$ cat src/rtl/pipe_stage_buf_pkg.sv
`default_nettype none
// ---------------------------------------------------------------------------
// pipe_stage_buf_pkg : shared rv32i pipe widths and handshake transfer types
// Rev 1.0
// ---------------------------------------------------------------------------
package pipe_stage_buf_pkg;

  // Default payload width for every stage of the rv32i pipe.
  localparam int unsigned PIPE_XLEN = 32;

  // Per-cycle transfer kind on a stage buffer, encoded as {pop, push}.
  typedef enum logic [1:0] {
    XFER_IDLE = 2'b00,
    XFER_PUSH = 2'b01,
    XFER_POP  = 2'b10,
    XFER_BOTH = 2'b11
  } xfer_e;

endpackage
`default_nettype wire

$ cat src/rtl/pipe_stage_buf.sv
`default_nettype none
// ---------------------------------------------------------------------------
// pipe_stage_buf : elastic DEPTH-entry pipeline stage with registered stall
// Rev 1.0
// ---------------------------------------------------------------------------
module pipe_stage_buf
  import pipe_stage_buf_pkg::*;
#(
  parameter  int unsigned XLEN  = PIPE_XLEN,
  parameter  int unsigned DEPTH = 2,
  localparam int unsigned CW    = $clog2(DEPTH + 1)
) (
  input  logic            clk_i,
  input  logic            reset_i,
  input  logic            clear_i,
  input  logic            data_ready_i,
  input  logic [XLEN-1:0] data_i,
  output logic            execute_o,
  output logic            stall_o,
  output logic            data_ready_o,
  output logic [XLEN-1:0] data_o,
  input  logic            downstream_execute_i,
  input  logic            hold_i,
  output logic [CW-1:0]   level_o
);

  localparam int unsigned PW = (DEPTH > 1) ? $clog2(DEPTH) : 1;

  logic [XLEN-1:0] mem_q [DEPTH];
  logic [PW-1:0]   rd_ptr_q, rd_ptr_d;
  logic [PW-1:0]   wr_ptr_q, wr_ptr_d;
  logic [CW-1:0]   count_q, count_d;
  logic            full_q, full_d;
  logic            push, pop, flush;
  xfer_e           xfer;

  // Compare-based wrap keeps non-power-of-two depths legal.
  function automatic logic [PW-1:0] ptr_inc(input logic [PW-1:0] p);
    return (p == PW'(DEPTH - 1)) ? '0 : p + PW'(1);
  endfunction

  assign flush        = reset_i | clear_i;
  assign stall_o      = full_q;
  assign execute_o    = data_ready_i & ~full_q & ~flush;
  assign data_ready_o = (count_q != '0) & ~hold_i;
  assign data_o       = mem_q[rd_ptr_q];
  assign level_o      = count_q;
  assign push         = execute_o;
  assign pop          = downstream_execute_i & data_ready_o & ~flush;

  always_comb begin
    xfer     = xfer_e'({pop, push});
    count_d  = count_q;
    rd_ptr_d = rd_ptr_q;
    wr_ptr_d = wr_ptr_q;
    case (xfer)
      XFER_PUSH: count_d = count_q + CW'(1);
      XFER_POP:  count_d = count_q - CW'(1);
      default:   count_d = count_q;
    endcase
    if (push) wr_ptr_d = ptr_inc(wr_ptr_q);
    if (pop)  rd_ptr_d = ptr_inc(rd_ptr_q);
    full_d = (count_d == CW'(DEPTH));
  end

  always_ff @(posedge clk_i) begin
    if (flush) begin
      count_q  <= '0;
      rd_ptr_q <= '0;
      wr_ptr_q <= '0;
      full_q   <= 1'b0;
    end else begin
      count_q  <= count_d;
      rd_ptr_q <= rd_ptr_d;
      wr_ptr_q <= wr_ptr_d;
      full_q   <= full_d;
    end
  end

  // Payload survives clear_i; only reset_i scrubs it.
  always_ff @(posedge clk_i) begin
    if (reset_i) begin
      for (int i = 0; i < DEPTH; i++) mem_q[i] <= '0;
    end else if (push) begin
      mem_q[wr_ptr_q] <= data_i;
    end
  end

endmodule
`default_nettype wire

$ cat config.mk
export PLATFORM = sky130hd
export DESIGN_NAME = pipe_stage_buf
export DESIGN_NICKNAME = d
export VERILOG_FILES = /design/src/rtl/pipe_stage_buf_pkg.sv /design/src/rtl/pipe_stage_buf.sv
export SDC_FILE = /design/constraint.sdc
export NUM_CORES = 1
export LEC_CHECK = 0
export BUFFER_PORTS_ARGS = -buffer_cell sky130_fd_sc_hd__buf_2
export CELL_PAD_IN_SITES_DETAIL_PLACEMENT = 1
export CELL_PAD_IN_SITES_GLOBAL_PLACEMENT = 1
export CORE_ASPECT_RATIO = 1.1
export CORE_MARGIN = 5
export CORE_UTILIZATION = 43
export DETAILED_ROUTE_END_ITERATION = 16
export PLACE_DENSITY_LB_ADDON = 0.1
export SLEW_MARGIN = 15
export SYNTH_ARGS = -nofsm -noshare
export SYNTH_HDL_FRONTEND = slang
export SYNTH_SLANG_ARGS = --single-unit
$ cat constraint.sdc
create_clock -name clk_i -period 2.75 [get_ports clk_i]
set_clock_uncertainty 0.05 [all_clocks]
set_input_delay 0.4125 -clock clk_i [delete_from_list [all_inputs] [get_ports clk_i]]
set_output_delay 0.4125 -clock clk_i [all_outputs]
set_load 0.1 [all_outputs]
[Word-level counts from Yosys, hierarchy flattened]
Memory sizes are Yosys's and may differ from the RTL's. A register that Yosys moved wholly into a read port is not among the register bits.
Cells that the tools add are included.
Widths: inputs -> output; s select.
Operators by class
  div/mod/pow operators: 0
  order comparisons: 0
  reductions and logical operators: 2
  equal/unequal tests: 3
  bitwise logic cells: 9
  mux-type cells: 13
  $add $sub $neg: 4
  multipliers: 0
  shift-type cells: 0
Operators with widths (number)
  $mux 32: 1
  $reduce_or 32->1: 1
  $mux 1: 11
  $and 1x1->1: 5
  $eq 2x2->1 const B: 2
  $pmux 2 s2: 1
  $not 1->1: 3
  $add 1x1->1 const B: 2
  $add 2x1->2 const B: 1
  $eq 2x1->1 const B: 1
  $reduce_bool 2->1: 1
  $sub 2x1->2 const B: 1
  $or 1x1->1: 1
Word-level totals
  memories kept: 1
  flip-flop bits (word level): 5
  bits in latches: 0
  bits in read-only memories: 0
  output and inout port bits: 37
  memory bits (writable): 64
  input bits: 38
  logic and storage cells: 36
Memory list
  mem_q: depth 2, bits a word 32, read ports 1, clocked after memory_dff 1, wr ports 2, line pipe_stage_buf.sv:29  | logic [XLEN-1:0] mem_q [DEPTH];

[Depth between registers and ports, before layout]
Gate-level depths: netlist of run 1.
  depth in word-level cells: 8
  mapped depth: 8
  depth with buffers taken out: 7

[Least setup slack after synthesis of run 1]
Ideal clock, no wire load.
  kind: register to register
  start: register full_q, in the netlist stall_o
  end: memory mem_q[1][0] (netlist bit) (enable)
  library setup time: 388 ps
  data arrival time: 2425 ps
  stages on the path, launching flop included: 6
  required time: 2312 ps
  buffers on the path: 2
  clock period less this slack: 2863 ps
  path slack: -113 ps
  cells stage by stage: dfxtp_1 nor2b_4 and2_1 buf_6 buf_2 a21o_1
RTL lines
  start: declaration: line pipe_stage_buf.sv:33  | logic full_q, full_d;
  start signal: assignment: line pipe_stage_buf.sv:76  | full_q <= full_d;
  end: declaration: line pipe_stage_buf.sv:29

==> results of run 1 <==
[metal layers]
layer / track usage [%] / vias up / share of wire [%]
met5: 0 / - / 0
met4: 6.43 / 0 / 1.5
met3: 3.13 / 10 / 4.1
met2: 28.2 / 48 / 54
met1: 18.1 / 977 / 40
li1: - / 913 / -
[state kept, by name, summed over array words and instances (netlist names), named ones only]
| signal | count |
|---|---|
| level_o | 2 |
| stall_o | 1 |
| mem_q | 64 |
| rd_ptr_q | 1 |
| wr_ptr_q | 1 |
[worst max-delay path, cell delays in order, from the launching register on]
cell                      delay (ns)
sky130_fd_sc_hd__dfxtp_2        0.62
sky130_fd_sc_hd__buf_4          0.27
sky130_fd_sc_hd__mux2_2         0.36
sky130_fd_sc_hd__buf_2          0.29
[area by class of cell]
type | instances | area [sq um]
fill | 740 | 3240
multi-input combinational | 122 | 955
timing repair buffer | 80 | 443
clock buffer | 10 | 128
sequential | 70 | 2040
tap | 85 | 106
inverter | 2 | 10.0
clock inverter | 6 | 86.3
[layout by cell type (no fill, tap or decap), drive strengths merged]
master    synthesis  layout
clkbuf            6      10
nor2              4       4
a22oi             1       1
xnor2             3       3
a21o              1       1
nand2             2       2
dfxtp             6       6
buf               8      80
o21ai             1       1
o21ba             1       1
and3             33      33
nand4             1       1
inv               2       2
clkinvlp          0       1
nor2b             3       3
ha                1       1
or3               1       1
or2               2       2
and2             33      33
mux2             32      32
bufinv            0       2
a21oi             1       1
clkinv            0       3
a211o             1       1
edfxtp           64      64
nor3              1       1
[cells by family (layout without fill, tap and decap cells)]
| logic type | Yosys count | after routing | synth area share (%) |
|---|---|---|---|
| and+or+nand+nor | 80 | 80 | 16.5 |
| DFF | 70 | 70 | 66.0 |
| muxes | 32 | 32 | 11.6 |
| buffers and inverters | 16 | 98 | 3.23 |
| AOI/OAI and AO/OA | 6 | 6 | 1.41 |
| xor gates and xnor gates | 3 | 3 | 0.849 |
| adders and majority gates | 1 | 1 | 0.404 |
[worst paths after layout]
kind                   from            to  slack [ns]
hold reg to reg    rd_ptr_q     flip-flop        0.50
setup / recovery  flip-flop     data_o[3]        0.42
hold / removal    data_i[1]   mem_q[0][1]        0.32
setup reg to reg    stall_o  mem_q[1][23]        0.77
[power by group through the flow]
stage               Combinational [mW]  Clock, mW  Sequential, mW
CTS                              0.403      0.917            1.23
floorplan                        0.313          0            1.25
global placement                 0.398          0            1.25
global route                     0.417      0.966            1.23
finish                           0.398      0.899            1.23
detailed placement               0.402          0            1.25
==> impl_summary.log, run 1 <==
INFO  metric run_status = finished, final reports clean
INFO  metric pwr-share-seq = 48.6%
INFO  metric critPathKind = flip-flop to output pin
INFO  metric routed-via-count = 1948
INFO  metric detail_route.drc_violations = 0
INFO  metric rsz_0062_raised_after_global_routing = false
INFO  metric fin_worst_hold_slack = 0.315 ns
INFO  metric grt_first_pass_wirelength = 10900 microns
INFO  metric numPortBuffers = 74
INFO  metric hpwl_after_detailed_placement = 4500 microns
INFO  metric final_area = 0.00377 sq mm
INFO  metric largest_net_degree_at_the_start_of_global_routing = 35
INFO  metric via_per_inst = 5.19
INFO  metric antenna_left = 0
INFO  metric cts_tree = yes
INFO  metric post_syn_area = 0.00310 sq mm
INFO  metric dpl_cell_area = 0.00356 sq mm
INFO  metric ff2ff_path_depth = 5
INFO  metric top_level_ports = 75
INFO  metric maxClockFrequency = 0.429 GHz
INFO  metric required = 2.29 ns
INFO  metric period_share = 84.8%
INFO  metric synthArstFlopShare = 0%
INFO  metric critical_path_peak_fanout = 18
INFO  metric gp_routability_congestion = 0.771
INFO  metric numClockSinks = 70
INFO  metric hold_violation_total_from_the_final_report = 0
INFO  metric fin_nets = 324
INFO  metric synth_top_area_share = 62.1%
INFO  metric insertedDiodeCount = 0
INFO  metric synth-seq-cells = 70
INFO  metric synth.distinct_cells = 31
INFO  metric wirelength = 6810 microns
INFO  metric min_delay_path_depth = 2
INFO  metric ir_drop = 0.259 mV
INFO  metric worstSetupStartpointType = flip-flop
INFO  metric drtPass1Iterations = 4
INFO  metric worst_slew_pin_slew = 0.824 ns
INFO  metric postCtsResizedCells = 0
INFO  metric switching_power = 0.723 mW
INFO  metric synth.most_common_cell = sky130_fd_sc_hd__edfxtp_1
INFO  metric flow.area_growth_from_synthesis = 21.8%
INFO  metric layout_setup_ws = 0.417 ns
INFO  metric total_leakage_power = 1.67 nW
INFO  metric die_width = 90.9 microns
INFO  metric setup_viol = 0
INFO  metric swShare = 28.6%
INFO  metric clkLatencyLatePin = 0.33 ns
INFO  metric hold_path_class = input port to flip-flop
INFO  metric finish.cell_count_without_fillers = 375
INFO  metric layout-drive-gt1-share = 46.2%
INFO  metric share_clk_of_total_power = 35.6%
INFO  metric synth_nets = 247
INFO  metric grt-ovfl-total = 0
INFO  metric yosys_warnings = 0
INFO  metric cp_data_arrival_time = 1.87 ns
INFO  metric maxcap_viol_count = 0
INFO  metric global_route.usage.total = 15.7%
INFO  metric drtIter0Drc = 100
INFO  metric clock_path_buffers = 2
INFO  metric die_area = 0.00900 sq mm
INFO  metric start_util = 44.2%
INFO  metric clkSlewWorstSetupHoldPaths = 0.08 ns
INFO  metric post-cts-setup-buffer-count = 0
INFO  metric timing.final.max_slew_violations = 0
INFO  metric root_buffer = sky130_fd_sc_hd__clkbuf_8
INFO  metric combinational_share_of_power = 15.8%
INFO  metric synthFlopType = sky130_fd_sc_hd__edfxtp_1
INFO  metric ys_seq_area_share = 66.0%
INFO  metric power_report.internal_total = 1.80 mW
INFO  metric total_power = 2.53 mW
INFO  metric cts-hold-fix-buffers = 0
INFO  metric cts-buffers-inserted = 9
INFO  metric worstSetupEndpointType = output pin
INFO  metric cts_h_tree_lvls = 3
INFO  metric synth_top_cell_by_area = sky130_fd_sc_hd__edfxtp_1
INFO  metric post-route-min-period = 2.33 ns
INFO  metric fp.dieH = 99.0 microns
INFO  metric place_ws = 0.553 ns
INFO  metric fin_setup_tns = 0 ns
INFO  metric post-route-util = 53.8%
INFO  metric vias_in_the_first_global_route = 2203
INFO  metric dp_cells = 359
INFO  metric yosys-top-cells-area = sky130_fd_sc_hd__edfxtp_1 62%, sky130_fd_sc_hd__mux2_2 11%, sky130_fd_sc_hd__and2_1 6.7%
INFO  metric core = 0.00701 sq mm
INFO  metric power_density = 670 mW/mm^2
INFO  metric netlist_instances = 208
INFO  metric relSlewSlack = 45.1%
INFO  metric avgRoutedWirePerCell = 18.2 microns
INFO  metric synth.cells.most_frequent = 64 x sky130_fd_sc_hd__edfxtp_1, 33 x sky130_fd_sc_hd__and2_1, 33 x sky130_fd_sc_hd__and3_1
INFO  metric synth_area_per_cell = 14.9 sq um
INFO  metric grt_antenna_before_repair = 0
INFO  metric core.rowCount = 32
INFO  metric synth_enable_flop_cells = 64
Note: power is estimated with default switching activity, not from simulation.
==> run 2: changes to the inputs <==
- clock period: 2.75 -> 2.2 ns (I/O delays scaled with it)
==> run 2 against run 1 <==
First-iteration DRC count is 36% lower. Largest cell class unchanged. Sequential power up 24%. Worst setup slack lost 0.18 ns. Final cell count is 0.27% lower. Flip-flop and latch count stayed put. Combinational power up 61%. Final area up 13%. Global-route usage down 0.36 points. Power is 30% higher.
==> impl_summary.log, run 2 (synthesis gave the netlist of run 1 again) <==
INFO  metric multiInputGateArea = 967 sq um
INFO  metric worst_r2r_endpoint = mem_q[1][12]
INFO  metric busiest_layer = met2
INFO  metric r2r_setup_slack = 0.31 ns
INFO  metric flow.area_growth_from_synthesis = 37.1%
INFO  metric min_delay_path_depth = 2
INFO  metric run_status = finished, final reports clean
INFO  metric cp_data_arrival_time = 1.58 ns
INFO  metric setup_viol = 0
INFO  metric clkLatencyLatePin = 0.34 ns
INFO  metric top_level_ports = 75
INFO  metric global_route.usage.total = 15.3%
INFO  metric drtPass1Iterations = 4
INFO  metric routed-via-count = 1952
INFO  metric ff2ff_path_depth = 4
INFO  metric hpwl_after_detailed_placement = 4280 microns
INFO  metric relSlewSlack = 44.9%
INFO  metric ir_drop = 0.368 mV
INFO  metric via_per_inst = 5.22
INFO  metric post-route-min-period = 1.96 ns
INFO  metric largest_reg_flops = 64
INFO  metric root_buffer = sky130_fd_sc_hd__clkbuf_8
INFO  metric gp_routability_congestion = 0.698
INFO  metric layout-drive-gt1-share = 46.7%
INFO  metric post-cts-setup-buffer-count = 0
INFO  metric core.rowCount = 32
INFO  metric die_width = 90.9 microns
INFO  metric clkSlewWorstSetupHoldPaths = 0.08 ns
INFO  metric fin_setup_tns = 0 ns
INFO  metric worst_path_largest_cell_delay = 0.36 ns
INFO  metric detail_route.drc_violations = 0
INFO  metric worstSetupEndpointType = output pin
INFO  metric critical_path.reg2reg.startpoint = stall_o
INFO  metric power_density = 774 mW/mm^2
INFO  metric cts-buffers-inserted = 9
INFO  metric cts_h_tree_lvls = 3
INFO  metric num-fill-cells = 669
INFO  metric worstSetupEndpoint = execute_o
INFO  metric worst_slew_pin_slew = 0.827 ns
INFO  metric critPathKind = flip-flop to output pin
INFO  metric crit_start = stall_o
INFO  metric timing.final.max_slew_violations = 0
INFO  metric grt_antenna_before_repair = 0
INFO  metric die_area = 0.00900 sq mm
INFO  metric global_route.usage.met1 = 16.6%
INFO  metric maxcap_viol_count = 0
INFO  metric critical_path_peak_fanout = 34
INFO  metric clock_path_buffers = 2
INFO  metric timing.critical_path.depth = 4
INFO  metric grt-ovfl-total = 0
INFO  metric grt_first_pass_wirelength = 10600 microns
INFO  metric hold_violation_total_from_the_final_report = 0
INFO  metric start_util = 44.2%
INFO  metric layout.cells.most_common_list = 64 x sky130_fd_sc_hd__edfxtp_1, 41 x sky130_fd_sc_hd__buf_2, 33 x sky130_fd_sc_hd__and2_1, 33 x sky130_fd_sc_hd__and3_1, 33 x sky130_fd_sc_hd__buf_12
INFO  metric drtIter0Drc = 64
INFO  metric core = 0.00701 sq mm
INFO  metric worstSetupStartpointType = flip-flop
INFO  metric avgRoutedWirePerCell = 17.9 microns
INFO  metric maxClockFrequency = 0.510 GHz
INFO  metric cts-hold-fix-buffers = 0
INFO  metric total_leakage_power = 1.81 nW
INFO  metric total_power = 3.28 mW
INFO  metric cpLargestDelayFamily = buffers and inverters
INFO  metric numPortBuffers = 74
INFO  metric largest_net_degree_at_the_start_of_global_routing = 35
INFO  metric regMostFlops = mem_q
INFO  metric timing.critical_path.buf_inv = 2
INFO  metric numClockSinks = 70
INFO  metric postCtsResizedCells = 0
INFO  metric rsz_0062_raised_after_global_routing = false
INFO  metric required = 1.82 ns
INFO  metric hold_path_class = input port to flip-flop
INFO  metric period_share = 89.2%
INFO  metric antenna_left = 0
INFO  metric fin_nets = 323
INFO  metric vias_in_the_first_global_route = 2075
INFO  metric cts_tree = yes
INFO  metric fp.dieH = 99.0 microns
INFO  metric insertedDiodeCount = 0
INFO  metric sequential_cell_area = 0.00205 sq mm
INFO  metric max_stage_delay_cell_worst_path = sky130_fd_sc_hd__buf_4
INFO  metric wirelength = 6700 microns
INFO  metric grt_use_met3 = 3.59%
INFO  metric grt_use_met2 = 27.7%
INFO  metric mostFrequentLayoutCell = sky130_fd_sc_hd__edfxtp_1
INFO  metric timing.critical_path.cells = nor2b_4 -> and2_1 -> buf_4 -> buf_12
-- run 2: changes by cell type in the layout (fill, tap and decap cells not counted), sizes merged --
cell,before,now
buf,80,79
clkbuf,10,9
clkinvlp,1,2
-- run 2: stage by stage --
step | instance area [sq um] | utilization [%] | hold slack [ns] | setup slack (ns) | instances
finish | 4250 | 60.6 | 0.227 | 0.238 | 374
floorplan | 3120 | - | 0.443 | 0.0141 | 208
global route | 4250 | 60.6 | 0.216 | 0.145 | 374
detailed placement | 4030 | 57.6 | 0.469 | 0.159 | 358
global placement | 4030 | 57.6 | 0.456 | 0.180 | 358
CTS | 4250 | 60.6 | 0.211 | 0.211 | 374
-- run 2: worst min path at each step --
stage / from / to / slack, ns
2_1_floorplan: rd_ptr_q / flip-flop / 0.44
3_3_place_gp: level_o[1] / level_o[1] / 0.46
3_5_place_dp: level_o[1] / level_o[1] / 0.47
4_1_cts: data_i[5] / mem_q[0][5] / 0.21
5_1_grt: data_i[7] / mem_q[0][7] / 0.22
6_report: data_i[4] / mem_q[0][4] / 0.23
-- run 2: area by class of cell --
cell class | count | share of cell area [%]
Clock inverter | 7 | 2.09
Timing Repair Buffer | 79 | 21.3
Tap cell | 85 | 2.51
Multi-Input combinational cell | 122 | 22.8
Inverter | 2 | 0.236
Sequential cell | 70 | 48.2
Clock buffer | 9 | 2.92
-- run 2: per-layer routing --
| layer | wire length [microns] | share of wire [%] |
|---|---|---|
| met5 | 0 | 0 |
| met4 | 103 | 1.5 |
| met3 | 307 | 4.6 |
| met2 | 3620 | 54 |
| met1 | 2670 | 40 |
-- run 2: report_power, final --
group / internal, mW / switching, mW / total [mW]
registers: 1.51 / 0.0167 / 1.53
clock network: 0.630 / 0.481 / 1.11
logic: 0.220 / 0.422 / 0.642
